`src/rtl/fx_sub_pipe.sv`:
```
// Pipelined signed fixed-point subtractor: o_data = i_data_1 - i_data_2 with
// fraction alignment, saturate/wrap range fitting and a DELAY-cycle valid pipeline.
module fx_sub_pipe #(
  parameter int IN_W     = 12,
  parameter int IN_FRAC  = 8,
  parameter int OUT_W    = 13,
  parameter int OUT_FRAC = 8,
  parameter int DELAY    = 2,   // legal range 1..8
  parameter int SAT      = 1
) (
  input  logic             i_clk,
  input  logic             i_rst_n,
  input  logic             i_valid,
  input  logic [IN_W-1:0]  i_data_1,
  input  logic [IN_W-1:0]  i_data_2,
  input  logic             i_clr_ovf,
  output logic [OUT_W-1:0] o_data,
  output logic             o_valid,
  output logic             o_ovf,
  output logic             o_ovf_sticky
);

  localparam int DW   = IN_W + 1;
  localparam int LSH  = (OUT_FRAC > IN_FRAC) ? OUT_FRAC - IN_FRAC : 0;
  localparam int RSH  = (IN_FRAC > OUT_FRAC) ? IN_FRAC - OUT_FRAC : 0;
  localparam int AW   = DW + LSH;
  // Working width always has at least one bit of headroom above OUT_W,
  // so the fit test below is uniform regardless of the parameter mix.
  localparam int EW   = ((AW > OUT_W) ? AW : OUT_W) + 1;
  localparam int LAST = DELAY - 1;

  logic signed [DW-1:0]   diff;
  logic signed [EW-1:0]   ext;
  logic signed [EW-1:0]   aligned;
  logic [EW-OUT_W:0]      upper;
  logic                   fits;
  logic [OUT_W-1:0]       fit_data;
  logic                   fit_ovf;

  logic [OUT_W-1:0]       data_q [DELAY];
  logic [OUT_W-1:0]       data_d [DELAY];
  logic [DELAY-1:0]       vld_q;
  logic [DELAY-1:0]       vld_d;
  logic [DELAY-1:0]       ovf_q;
  logic [DELAY-1:0]       ovf_d;
  logic                   sticky_q;
  logic                   sticky_d;

  always_comb begin
    diff    = $signed({i_data_1[IN_W-1], i_data_1}) - $signed({i_data_2[IN_W-1], i_data_2});
    ext     = {{(EW-DW){diff[DW-1]}}, diff};
    aligned = (ext <<< LSH) >>> RSH;
    // Value fits OUT_W when every bit from the output sign bit upward agrees.
    upper   = aligned[EW-1:OUT_W-1];
    fits    = (&upper) | ~(|upper);
    fit_ovf = ~fits;
    if (fits) begin
      fit_data = aligned[OUT_W-1:0];
    end else if (SAT != 0) begin
      fit_data = aligned[EW-1] ? {1'b1, {(OUT_W-1){1'b0}}} : {1'b0, {(OUT_W-1){1'b1}}};
    end else begin
      fit_data = aligned[OUT_W-1:0];
    end
  end

  always_comb begin
    vld_d[0]  = i_valid;
    ovf_d[0]  = i_valid ? fit_ovf : ovf_q[0];
    data_d[0] = i_valid ? fit_data : data_q[0];
    for (int k = 1; k < DELAY; k++) begin
      vld_d[k]  = vld_q[k-1];
      ovf_d[k]  = vld_q[k-1] ? ovf_q[k-1] : ovf_q[k];
      data_d[k] = vld_q[k-1] ? data_q[k-1] : data_q[k];
    end
  end

  // Sticky rises in the same cycle an overflowing sample is emitted, and an
  // emitted overflow (current or arriving) always beats a coincident clear.
  always_comb begin
    sticky_d = sticky_q;
    if (i_clr_ovf) begin
      sticky_d = 1'b0;
    end
    if ((vld_q[LAST] & ovf_q[LAST]) | (vld_d[LAST] & ovf_d[LAST])) begin
      sticky_d = 1'b1;
    end
  end

  always_ff @(posedge i_clk or negedge i_rst_n) begin
    if (!i_rst_n) begin
      vld_q    <= '0;
      ovf_q    <= '0;
      sticky_q <= 1'b0;
      for (int k = 0; k < DELAY; k++) begin
        data_q[k] <= '0;
      end
    end else begin
      vld_q    <= vld_d;
      ovf_q    <= ovf_d;
      sticky_q <= sticky_d;
      for (int k = 0; k < DELAY; k++) begin
        data_q[k] <= data_d[k];
      end
    end
  end

  assign o_data       = data_q[LAST];
  assign o_valid      = vld_q[LAST];
  assign o_ovf        = ovf_q[LAST];
  assign o_ovf_sticky = sticky_q;

endmodule

```
`config.mk`:
```
export PLATFORM = sky130hd
export DESIGN_NAME = fx_sub_pipe
export DESIGN_NICKNAME = d
export VERILOG_FILES = /design/src/rtl/fx_sub_pipe.sv
export SDC_FILE = /design/constraint.sdc
export NUM_CORES = 1
export LEC_CHECK = 0
export ABC_AREA = 0
export CAP_MARGIN = 20
export CORE_AREA = 5 5 66 68
export CTS_CLUSTER_DIAMETER = 200
export CTS_CLUSTER_SIZE = 10
export DETAILED_ROUTE_END_ITERATION = 6
export DIE_AREA = 0 0 71 73
export PLACE_DENSITY = 0.91
export SLEW_MARGIN = 20
export SYNTH_ARGS = -nofsm -noshare
export SYNTH_HDL_FRONTEND = slang
export SYNTH_SLANG_ARGS = --single-unit
```
`constraint.sdc`:
```
create_clock -name i_clk -period 2.5 [get_ports i_clk]
set_input_delay 0.25 -clock i_clk [delete_from_list [all_inputs] [get_ports i_clk]]
set_output_delay 0.25 -clock i_clk [all_outputs]
set_load 0.05 [all_outputs]
```
==> qor.csv <==
metric;value;unit
status;complete, no violations;
worstSetupEndpointType;register;
clock-sinks;30;
timing_worst_setup_path_type;input port to register;
synth_unique_cells;41;
post_cts.repair.setup_buffers;0;
timing_max_transition_violations_final;0;
pin_count;44;
clk_root_buffer_cell;clkbuf_8;
drt_iter0_drc;65;
core;0.00380;sq mm
cellPowerDensity;728;mW/mm^2
grt_setup_unrepaired;no;
static-leakage-power;1.01;nW
number_of_synthesis_warnings;0;
syn-mean-instance-area;10.4;sq um
globalRouteTotalUtil;14.3;%
tns;0;ns
synth_xor_area_share;2.95;%
timing.critical_path.from_type;input port;
max-slew-margin-rel;61.7;%
synthAdderAreaFrac;9.56;%
netlist.area_leader.share;42.2;%
grt_start_max_net_pins;31;
synth_top_family_by_area;compound AO/OA/AOI/OAI gates;
cts_made_buffers;5;
gp_congestion;0.860;
drive_above_1_share;14.8;%
layout-area-overhead-vs-synth;27.5;%
clock_insertion_delay_worst_skew;0.28;ns
wire_per_inst;13.3;um
fmaxAchievable;0.475;GHz
insertedDiodeCount;0;
grt_pass1_wl;5820;um
cts_hold_buffers;0;
placement_rows;23;
synth_simple_gate_area_share;10.4;%
drt-total-wl;3440;um
worstPathRequired;2.66;ns
worst-slew-pin-transition;0.574;ns
synth.mux.area_fraction;12.2;%
dp_hpwl;2750;um
grt_pass1_vias;1300;
postSynthRegisterBits;30;
setup_viol;0;
final_nets;249;
max-vdd-ir-drop;0.228;mV
layout_worst_path_cycle_share;84.3;%
vias_per_cell;5.11;
skew;0.00439;ns
synth_compound_gate_area_share;12.8;%
yosysSeqAreaShare;42.2;%
report.power.total;1.65;mW
hold_path_class;input port to asynchronous set/reset pin;
yosys-top-cells-area;dfrtp_1, mux2_2, ha_1, buf_4, inv_1;
syn-instance-count;172;
chip_width;71;um
grt_remaining_overflow;0;
count_of_maximum_capacitance_violations;0;
cts_tree;built;
antenna_violating_nets_remaining;0;
clk_pin_slew_worst_paths;0.06;ns
synth_fp_nets;213;
cts-resized-gates;0;
drc;0;
number_of_antenna_violations_at_the_first_check_in_global_routing;0;
effective_utilization_at_floorplan;46.9;%
die_boundary_height;73;um
report.final.hold_viol_count;0;
port_buffers;43;
post_synth_instance_area;0.00178;sq mm
finalNonFillerCells;259;
worst-endpoint-arrival;2.27;ns
via_count;1324;
die_area;0.00518;sq mm
htreeDepth;2;
maximum_buffer_depth_of_the_clock_tree;2;
post-synth-top-area-cell;dfrtp_1;
cell_total_after_placement;251;
hold-worst-slack;0.346;ns
worstPathMaxFanout;3;
dr.pass1.iters;4;
post-route-min-period;2.11;ns
[kinds of logic (layout without fill, tap and decap cells)]
kind of cell    count (synthesis)  after routing
simple gates                   36             36
flops                          30             30
fa+ha+maj                      13             13
compound gates                 34             34
buf+inv                        34             71
mux                            19             19
xor+xnor                        6              6
[report_power, final]
group          internal, mW  total [mW]  switching (mW)
clock                 0.221       0.390           0.169
combinational         0.264       0.618           0.354
sequential            0.585       0.644          0.0588
[worst max-delay path: stages]
cell,delay (ns)
clkdlybuf4s50_1,0.45
inv_1,0.04
ha_1,0.22
fa_1,0.45
nor2b_4,0.15
o31ai_2,0.09
a32oi_2,0.26
a31oi_1,0.12
a211o_1,0.23
[layer usage]
metal | share of wire (%) | up-vias | GRT usage (%)
met2 | 51 | 49 | 23.8
met5 | 0 | - | 0
li1 | - | 651 | -
met4 | 2.2 | 0 | 7.52
met3 | 5.6 | 8 | 2.62
met1 | 41 | 616 | 17.7
[area by class of cell]
type | count | area, sq um
Clock buffer | 7 | 86.3
Clock inverter | 1 | 5.00
Fill cell | 340 | 1530
Inverter | 18 | 67.6
Multi-Input combinational cell | 108 | 852
Sequential cell | 30 | 751
Tap cell | 50 | 62.6
Timing Repair Buffer | 45 | 445
[cells in the mapped netlist (all sizes together)]
library cell and n:
nand2b 2, nor3b 1, nand3b 1, a311o 1, o211a 1, nand4 2, o21ai 8, buf 15
nor3 3, o21a 1, o31ai 1, nand2 12, a22o 1, xnor2 5, or3 1, dfrtp 30
inv 18, nand3 1, clkbuf 1, nor2 7, nor2b 4, a21oi 13, a32oi 1, a31oi 1
ha 12, and2 1, a211o 1, a2bb2oi 1, fa 1, nor4b 1, xor2 1, o211ai 3
a211oi 1, mux2i 1, mux2 18
[sequential cells by signal, indices dropped and copies added (netlist names)]
signal	flops
data_q	13
o_data	13
vld_q	2
o_ovf_sticky	1
ovf_q	1
[placed cells by master (no fill, tap or decap), drive strengths merged, types with 3 or more instances in the layout]
master,synthesis,routed
a21oi,13,13
clkbuf,1,7
nor3,3,3
xnor2,5,5
o211ai,3,3
nor2b,4,4
ha,12,12
inv,18,18
clkdlybuf4s50,0,43
nor2,7,7
nand2,12,12
dfrtp,30,30
o21ai,8,8
mux2,18,18
[per-stage QoR]
stage | utilization (%) | instance area, sq um | setup slack [ns]
2_1_floorplan | - | 1780 | 0.712
3_3_place_gp | 57.3 | 2180 | 0.187
3_5_place_dp | 57.3 | 2180 | 0.117
4_1_cts | 59.7 | 2270 | 0.403
5_1_grt | 59.7 | 2270 | 0.338
6_report | 59.7 | 2270 | 0.394
[final timing paths]
path	start	to	slack (ns)	cells past startpoint
min in group i_clk	data_q[13]	data_q[13]	0.47	2
max in group asynchronous	i_rst_n	data_q[24]	1.89	2
hold reg to reg	data_q[13]	data_q[13]	0.47	2
hold / removal	i_rst_n	o_ovf_sticky	0.35	2
setup reg to reg	vld_q[0]	o_data[2]	1.27	1
setup / recovery	i_data_1[0]	data_q[25]	0.39	9
Power figures use the tool's default switching activity.
